**src/rtl/tpu_pkg.sv**
```systemverilog
// ============================================================================
// tpu_pkg : shared TPU types, SYNCH barrier state encoding and unit count
// Rev 1.0
// ============================================================================
`default_nettype none

package tpu_pkg;

    typedef logic [31:0] word_type;

    typedef enum logic [1:0] {
        SYNCH_IDLE  = 2'd0,
        SYNCH_DRAIN = 2'd1,
        SYNCH_FIRE  = 2'd2
    } synch_state_type;

    localparam int SYNCH_UNITS = 3;

endpackage

`default_nettype wire

```
**src/rtl/synch_gen_outstanding_ctr.sv**
```systemverilog
// ============================================================================
// outstanding_ctr : per-unit outstanding instruction counter with status flags
// Rev 1.0
// ============================================================================
`default_nettype none

module outstanding_ctr
    import tpu_pkg::*;
#(
    parameter int CNT_WIDTH = 4
) (
    input  logic                 clk,
    input  logic                 rst,
    input  logic                 inc,
    input  logic                 dec,
    output logic [CNT_WIDTH-1:0] cnt,
    output logic                 zero,
    output logic                 full,
    output logic                 underflow
);

    localparam logic [CNT_WIDTH-1:0] CNT_MAX = '1;

    assign zero      = (cnt == '0);
    assign full      = (cnt == CNT_MAX);
    assign underflow = dec && zero;

    // A completion against an empty counter is reported but never wraps.
    always_ff @(posedge clk) begin
        if (!rst) begin
            cnt <= '0;
        end else if (inc && !dec && !full) begin
            cnt <= cnt + 1'b1;
        end else if (dec && !inc && !zero) begin
            cnt <= cnt - 1'b1;
        end
    end

endmodule

`default_nettype wire

```
**src/rtl/synch_gen.sv**
```systemverilog
// ============================================================================
// synch_gen : stalls issue after SYNCH until all units drain, then pulses synch
// Rev 1.0
// ============================================================================
`default_nettype none

module synch_gen
    import tpu_pkg::*;
#(
    parameter int NUM_UNITS = SYNCH_UNITS,
    parameter int CNT_WIDTH = 4,
    parameter int TIMEOUT   = 2**20,
    localparam int UNIT_W   = (NUM_UNITS > 1) ? $clog2(NUM_UNITS) : 1
) (
    input  logic                 clk,
    input  logic                 rst,
    input  logic                 instr_en,
    input  logic                 instr_is_synch,
    input  logic [UNIT_W-1:0]    instr_unit,
    output logic                 instr_ready,
    input  logic [NUM_UNITS-1:0] unit_done,
    input  logic [NUM_UNITS-1:0] unit_busy,
    output logic                 synch,
    output logic                 synch_pending,
    output logic                 timeout,
    output logic                 underflow_err,
    output word_type             drain_cycles
);

    localparam int       UNIT_SPAN   = 1 << UNIT_W;
    localparam word_type TIMEOUT_LIM = word_type'(TIMEOUT - 1);
    localparam word_type TIMER_MAX   = '1;

    synch_state_type state;
    synch_state_type state_next;

    logic [NUM_UNITS-1:0] inc;
    logic [NUM_UNITS-1:0] zero;
    logic [NUM_UNITS-1:0] full;
    logic [NUM_UNITS-1:0] underflow;
    logic [UNIT_SPAN-1:0] full_ext;
    logic [UNIT_SPAN-1:0] done_ext;
    logic                 target_full;
    logic                 accept_work;
    logic                 accept_synch;
    logic                 all_idle;
    word_type             timer;

    // Out-of-range unit indices land on zero padding: never full, never counted.
    assign full_ext    = UNIT_SPAN'(full);
    assign done_ext    = UNIT_SPAN'(unit_done);
    assign target_full = full_ext[instr_unit] && !done_ext[instr_unit];

    assign accept_work  = instr_en && instr_ready && !instr_is_synch;
    assign accept_synch = instr_en && instr_ready && instr_is_synch;
    assign all_idle     = (&zero) && (unit_busy == '0) && (unit_done == '0);

    for (genvar u = 0; u < NUM_UNITS; u++) begin : g_unit
        logic [CNT_WIDTH-1:0] cnt_unused;

        assign inc[u] = accept_work && (instr_unit == UNIT_W'(u));

        outstanding_ctr #(
            .CNT_WIDTH (CNT_WIDTH)
        ) u_ctr (
            .clk       (clk),
            .rst       (rst),
            .inc       (inc[u]),
            .dec       (unit_done[u]),
            .cnt       (cnt_unused),
            .zero      (zero[u]),
            .full      (full[u]),
            .underflow (underflow[u])
        );
    end

    always_ff @(posedge clk) begin
        if (!rst) begin
            state <= SYNCH_IDLE;
        end else begin
            state <= state_next;
        end
    end

    always_comb begin
        state_next    = state;
        instr_ready   = 1'b0;
        synch_pending = 1'b0;
        case (state)
            SYNCH_IDLE: begin
                instr_ready = rst && !(!instr_is_synch && target_full);
                if (accept_synch) begin
                    state_next = SYNCH_DRAIN;
                end
            end
            SYNCH_DRAIN: begin
                synch_pending = 1'b1;
                if (all_idle) begin
                    state_next = SYNCH_FIRE;
                end
            end
            SYNCH_FIRE: begin
                state_next = SYNCH_IDLE;
            end
            default: begin
                state_next = SYNCH_IDLE;
            end
        endcase
    end

    // Timer starts at 1 on the accepting cycle, so drain_cycles spans accept..fire.
    always_ff @(posedge clk) begin
        if (!rst) begin
            timer         <= '0;
            synch         <= 1'b0;
            timeout       <= 1'b0;
            underflow_err <= 1'b0;
            drain_cycles  <= '0;
        end else begin
            synch         <= (state == SYNCH_DRAIN) && all_idle;
            underflow_err <= underflow_err | (|underflow);
            if (accept_synch) begin
                timer <= word_type'(1);
            end else if (state == SYNCH_DRAIN && timer != TIMER_MAX) begin
                timer <= timer + 1'b1;
            end
            if (state == SYNCH_DRAIN && timer >= TIMEOUT_LIM) begin
                timeout <= 1'b1;
            end
            if (state == SYNCH_FIRE) begin
                drain_cycles <= timer;
            end
        end
    end

endmodule

`default_nettype wire

```
**config.mk**
```make
export PLATFORM = sky130hd
export DESIGN_NAME = synch_gen
export DESIGN_NICKNAME = d
export VERILOG_FILES = /design/src/rtl/tpu_pkg.sv /design/src/rtl/synch_gen_outstanding_ctr.sv /design/src/rtl/synch_gen.sv
export SDC_FILE = /design/constraint.sdc
export NUM_CORES = 1
export LEC_CHECK = 0
export CAP_MARGIN = 0
export CORE_UTILIZATION = 35
export CTS_CLUSTER_SIZE = 14
export DETAILED_ROUTE_END_ITERATION = 16
export MAX_ROUTING_LAYER = met4
export PLACE_DENSITY = 0.65
export REMOVE_ABC_BUFFERS = 1
export SYNTH_ARGS = -nofsm -noshare
export SYNTH_HDL_FRONTEND = slang
export SYNTH_SLANG_ARGS = --single-unit
```
**constraint.sdc**
```tcl
create_clock -name clk -period 4.3 [get_ports clk]
set_input_delay 0.86 -clock clk [delete_from_list [all_inputs] [get_ports clk]]
set_output_delay 0.86 -clock clk [all_outputs]
set_load 0.005 [all_outputs]
```
==> impl_results.md, run 1 <==
- Status: finished clean
- Layout cells sized above 1: 6.23%
- Worst EP required: 3.44 ns
- Number of synthesized register bits: 81
- Die Span Y: 106 microns
- Asr flop ratio synth: 0%
- Met3 Use GR: 3.03%
- Crit path DAT: 2.66 ns
- Post-CTS Repair Setup Buffers: 0
- Gr busiest metal: met2
- Routed vias: 3464
- Final Skew: 0.00914 ns
- NetSw: 545 uW
- RSZ-0062 raised after global routing: no
- Final min period: 3.52 ns
- Critical-path maximum fanout: 8
- Crit share post-route: 82.0%
- IO Pins: 49
- Post-Syn Instances: 468
- Type of the worst setup path: in -> out
- Crit-path leading delay family: buffers and inverters
- Mux cell area share after synthesis: 0.795%
- DR vias/cell: 5.33
- Max-cap check violation count: 0
- Largest family of logic cells by synthesized area: simple AND/OR/NAND/NOR gates
- Die area: 0.0112 sq mm
- Primary FF master, synth: dfxtp_1
- Mean Syn Cell Area: 8.07 sq um
- Clock sink count: 81
- Clock transition at path regs: 0.08 ns
- Dpl cells: 634
- Power Total: 1870 uW
- Internal power: 1330 uW
- Min-Delay Path Class: reg -> reg
- Die W: 106 microns
- Worst-Skew Late Latency: 0.36 ns
- Leakage: 0.00149 uW
- Fin cells: 650
- M1 GR Usage: 21.5%
- Port bufs: 48
- Synth Area in XOR/XNOR: 2.32%
- Final ANT Viol Nets: 0
- DRT Pass-1 Iters: 4
- # DRC: 0
- CTS tree: built
- Root Driver: clkbuf_8
- Flop pwr share: 46.2%
- Slew Limit Fails: 0
- Fmax: 284 MHz
- Largest net degree at the start of global routing: 45
- GRT Util Overall: 17.0%
- Number of diodes: 0
- Sequential element share of the synthesized area: 43.0%
- Initial Utilization: 36.4%
- Setup crit end kind: output port
- Setup TNS: 0 ns
- Buf+Inv Stages, Crit Path: 2
- Comb power frac: 20.1%
- Hold buffers post-CTS: 0
- Endpoints failing hold: 0
- Layout Nets: 531
- Vias in the first global route: 3264
- # setup viols final: 0
- Filler Cell Count: 1077
- Drt total wl: 8.95 mm
- Clock Power Share: 33.7%
- Net Sw Frac: 29.1%
- Slew margin rel.: 39.6%
- Critical-path cell list: clkdlybuf4s50_1 > nor3_1 > a211oi_1 > nor3_1 > nor4_1 > clkdlybuf4s50_1
- H-tree depth: 3
- Layout area overhead: 22.2%
- Synth cell types: 45
- Synth Area in Compound Gates: 17.1%
- Initial DRC count: 114
- GR Layer Usage met2: 25.9%
- Worst path slowest cell: clkdlybuf4s50_1
- Worst path max stage delay: 0.62 ns
- Power Density: 406 mW/mm^2
- Number of enable flip-flop cells after synthesis: 0
- Worst-Margin Slew: 0.900 ns
- Cell area after synthesis: 0.00377 sq mm
- Initial antenna violation count: 0
- Core Footprint: 0.0104 sq mm
- Grt ovf: 0
- Global placer's final weighted congestion: 0.837
- Clock buffer depth: 2
- WL per Instance: 13.8 microns
- Inserted Clock Buffers: 9
- First-pass GRT wire length: 15.0 mm
- Peak supply drop: 0.000266 V
- Site Rows: 37
- # resized after CTS: 0
- Adder-cell share of the synthesized area: 3.91%
- Yosys warning count: 0
- Area share of and/or/nand/nor cells after synthesis: 28.9%
- DP Wirelength: 6.25 mm
- Crit path launch type: input pin
==> through the flow <==
step	instance area, sq um	util, %	setup WS, ns	hold slack [ns]
global placement	4390	42.3	0.719	0.446
detailed placement	4390	42.3	0.621	0.449
CTS	4610	44.5	0.793	0.460
floorplan	3660	-	1.27	0.452
finish	4610	44.5	0.775	0.455
global route	4610	44.5	0.642	0.478
==> flip-flops by register name, summed over array words and instances (netlist names) <==
name and count:
timer 32, timeout 1, synch 1, underflow_err 1
drain_cycles 32, g_unit.u_ctr.cnt 12, state 2
==> routing by layer <==
| layer | share of wire (%) | up-vias |
|---|---|---|
| li1 | - | 1772 |
| met1 | 49 | 1610 |
| met2 | 46 | 67 |
| met3 | 3.8 | 15 |
| met4 | 1.4 | 0 |
| met5 | 0 | - |
==> layout by cell type (no fill, tap or decap), types with 3 or more instances in the layout <==
master and n:
clkinvlp_4 3, and3_1 8, ha_1 7, or3_1 25, buf_4 9, or4_1 4
a21o_1 3, fa_1 3, nand3_1 19, a21oi_1 70, o31ai_1 7, dfxtp_1 81
clkbuf_8 10, o21ai_0 16, nand4_1 19, mux2i_1 3, nor3_1 7, inv_1 10
nor2_1 15, xnor2_1 6, a211oi_1 4, nand2_1 80, and4_1 5, clkdlybuf4s50_1 48
o21ai_1 11, nor4_1 12, xor2_1 4
==> synth_stat cells (2+ instances only) <==
master	number	area share [%]
dfxtp_1	81	43
nand2_1	80	8.0
a21oi_1	70	9.3
or3_1	25	4.1
clkbuf_1	24	2.4
nand3_1	19	2.5
nand4_1	19	3.1
o21ai_0	16	2.1
nor2_1	15	1.5
nor4_1	12	2.0
o21ai_1	11	1.5
inv_1	10	0.99
and3_1	8	1.3
ha_1	7	2.3
nor3_1	7	0.93
o31ai_1	7	1.4
xnor2_1	6	1.4
and4_1	5	1.2
a211oi_1	4	0.80
or4_1	4	0.80
xor2_1	4	0.93
a21o_1	3	0.60
fa_1	3	1.6
mux2i_1	3	0.80
a31oi_1	2	0.33
and2_1	2	0.33
buf_4	2	0.40
nand2b_1	2	0.33
==> final timing paths <==
check / cells past startpoint / end / from / slack [ns]
setup / recovery: 6 / instr_ready / instr_unit[1] / 0.78
hold / removal: 2 / drain_cycles[24] / drain_cycles[24] / 0.45
setup reg to reg: 6 / timer[9] / timer[14] / 1.54
hold reg to reg: 2 / drain_cycles[24] / drain_cycles[24] / 0.45
==> power by group through the flow <==
stage	registers, uW	logic, uW	clock network (uW)
floorplan	866	287	0
global placement	876	358	0
detailed placement	879	379	0
CTS	863	380	645
global route	877	427	676
finish	865	376	631
==> worst min-delay path: stages (launching register included) <==
cell	delay, ns
dfxtp_1	0.31
nand2_1	0.05
a21oi_1	0.05
==> logic make-up after synthesis <==
| logic type | after synthesis |
|---|---|
| adder cells (fa/ha/maj) | 10 |
| flip-flops | 81 |
| multiplexers | 3 |
| AND/OR/NAND/NOR | 208 |
| buffers and inverters | 38 |
| XOR/XNOR | 10 |
| AO/OA/AOI/OAI | 118 |
==> layout make-up <==
cell class	instances	area [sq um]	area share [%]
well taps	136	170	3.69
flip-flops and latches	81	1620	35.1
inverters	11	41.3	0.895
multi-input cells	349	2000	43.4
clock inverters	6	91.3	1.98
repair buffers	57	548	11.9
clock buffers	10	138	2.98
Power figures use the tool's default switching activity.
==> run 2, diff against run 1 <==
--- a/config.mk
+++ b/config.mk
@@ -10,7 +10,7 @@
 export CTS_CLUSTER_SIZE = 14
 export DETAILED_ROUTE_END_ITERATION = 16
 export MAX_ROUTING_LAYER = met4
-export PLACE_DENSITY = 0.65
+export PLACE_DENSITY = 0.67
 export REMOVE_ABC_BUFFERS = 1
 export SYNTH_ARGS = -nofsm -noshare
 export SYNTH_HDL_FRONTEND = slang
==> constraint.sdc (replaced) <==
create_clock -name clk -period 3.1 [get_ports clk]
set_input_delay 0.62 -clock clk [delete_from_list [all_inputs] [get_ports clk]]
set_output_delay 0.62 -clock clk [all_outputs]
set_load 0.005 [all_outputs]
==> impl_results.md, run 2 (synthesis results as in run 1) <==
- Final ANT Viol Nets: 0 (unchanged)
- Uppermost layer routed: met4
- Routed vias: 3544 (+2.3%)
- Finished Core Util: 44.7% (+0.19 points)
- Biggest regs: drain_cycles (32), timer (32), g_unit.u_ctr.cnt (12)
- Site Rows: 37 (unchanged)
- Critical-path cell list: clkdlybuf4s50_1 > nor3_1 > a211oi_1 > nor3_1 > nor4_2 > clkdlybuf4s50_1
- DP Wirelength: 6.23 mm (-0.41%)
- Vias in the first global route: 3246 (-0.55%)
- Commonest non-fill, non-tap cell in the layout: dfxtp_1
- Most frequent cells in the layout: dfxtp_1 (81), nand2_1 (80), a21oi_1 (70)
- Final Skew: 0.00953 ns (+0.000397 ns)
- Port bufs: 48 (unchanged)
- Initial DRC count: 162 (+42%)
- Peak supply drop: 0.000326 V (+23%)
- CTS tree: built
- Root Driver: clkbuf_8
- Critical-path maximum fanout: 2 (-6)
- Reg2reg start: state[0]
- Fin cells: 653 (+0.46%)
- Die area: 0.0112 sq mm (unchanged)
- Slew Limit Fails: 0 (unchanged)
- Inserted Clock Buffers: 9 (unchanged)
- Hold Path Cell Cnt: 2 (unchanged)
- Worst EP required: 2.48 ns (-0.96 ns)
- Worst path max stage delay: 0.57 ns (-0.05 ns)
- IO Pins: 49 (unchanged)
- DR vias/cell: 5.43 (+1.8%)
- Endpoints failing hold: 0 (unchanged)
- Crit path DAT: 2.31 ns (-0.35 ns)
- Post-placement cell area: 0.00442 sq mm (+0.68%)
- Leakage: 0.00152 uW (+2.1%)
- Final min period: 2.93 ns
- Worst-Margin Slew: 0.689 ns (-0.211 ns)
- DRT Pass-1 Iters: 4 (unchanged)
- Drt total wl: 9.04 mm (+0.95%)
- Min-delay src: drain_cycles[26]
- R2R setup slack: 0.67 ns (-0.87 ns)
- WHS Endpoint: drain_cycles[26]
- First-pass GRT wire length: 15.2 mm (+1.5%)
- Layout cells sized above 1: 6.58% (+0.35 points)
- # setup viols final: 0 (unchanged)
- Launch point of the worst path: unit_done[0]
- WL met1: 4.41 mm (+1.0%)
- Fmax: 341 MHz
- Clock buffer depth: 2 (unchanged)
- R2R depth: 10 (+4)
- Clock sink count: 81 (unchanged)
- Worst path slowest cell: clkdlybuf4s50_1
- Grt ovf: 0 (unchanged)
- Crit path launch type: input pin
- Status: finished clean
- Initial antenna violation count: 0 (unchanged)
- Min-Delay Path Class: reg -> reg
- Setup TNS: 0 ns (unchanged)
- Post-route cell area: 0.00463 sq mm (+0.43%)
- Slew margin rel.: 53.9% (+14 points)
- Global placer's final weighted congestion: 0.874 (+4.4%)
- Setup crit end kind: output port
- Met3 Wirelength: 464 microns (+36%)
- Layout Nets: 535 (+0.75%)
- R2R Path End: g_unit[0].u_ctr.cnt[3]
- Worst-Skew Late Latency: 0.35 ns (about the same)
- Max-cap check violation count: 0 (unchanged)
- WL per Instance: 13.8 microns (+0.49%)
- Dpl cells: 638 (+0.63%)
- Initial Utilization: 36.4% (unchanged)
- # DRC: 0 (unchanged)
- Type of the worst setup path: in -> out
- Die Span Y: 106 microns (unchanged)
- Largest net degree at the start of global routing: 45 (unchanged)
- Crit share post-route: 94.5%
- Core Footprint: 0.0104 sq mm (unchanged)
- Power Density: 555 mW/mm^2 (+37%)
- Die W: 106 microns (unchanged)
- Number of diodes: 0 (unchanged)
- Layout area overhead: 22.8%
- Clock transition at path regs: 0.08 ns (about the same)
- RSZ-0062 raised after global routing: no
- H-tree depth: 3 (unchanged)
- Metal2 WL: 4.10 mm (-0.53%)
- GRT Util Overall: 17.3% (+0.23 points)
## run 2: cell types whose count changed in the layout (fill, tap and decap cells not counted), sizes merged
cell,previous run,this run
clkinvlp,3,0
clkdlybuf4s50,48,47
buf,9,13
dlymetal6s2s,0,1
clkbuf,10,12
## run 2: critical path: cells and delay by family
| family | cells | cell delay [ns] |
|---|---|---|
| compound gates | 1 | 0.22 |
| buf+inv | 2 | 1.09 |
| simple gates | 3 | 0.38 |
## run 2: cell type report
class                      instances  area [sq um]
tap                              136           170
timing repair buffer              61           581
clock buffer                      12           145
multi-input combinational        349          2010
clock inverter                     3          65.1
sequential                        81          1620
fill                            1049          5740
inverter                          11          41.3
## run 2: repair_timing
action	4_1_cts	5_1_grt
setup endpoints to repair	1	1
hold buffers	0	0
gates cloned	0	0
resized for setup	1	1
buffers inserted	0	0
## run 2: power by group
| group | switching [uW] | internal [uW] |
|---|---|---|
| registers | 90.8 | 1110 |
| clock network | 372 | 471 |
| logic | 270 | 257 |
## run 2: worst max-delay path by stage
stage / end / slack (ns)
floorplan: g_unit[2].u_ctr.cnt[3] / 0.31
global placement: g_unit[1].u_ctr.cnt[3] / 0.04
detailed placement: g_unit[0].u_ctr.cnt[3] / -0.06
CTS: instr_ready / 0.08
global route: instr_ready / 0.11
finish: instr_ready / 0.17
## run 2: per-layer routing
metal,track usage [%],vias up
met5,-,-
li1,-,1784
met4,5.06,0
met3,3.96,7
met1,22.6,1655
met2,26.7,98
## run 2: per-stage QoR
stage,hold slack (ns),total power [uW],setup WS (ns)
3_3_place_gp,0.446,1710,0.0397
2_1_floorplan,0.452,1600,0.307
6_report,0.456,2570,0.171
5_1_grt,0.479,2710,0.108
3_5_place_dp,0.450,1750,-0.0568
4_1_cts,0.461,2580,0.0797
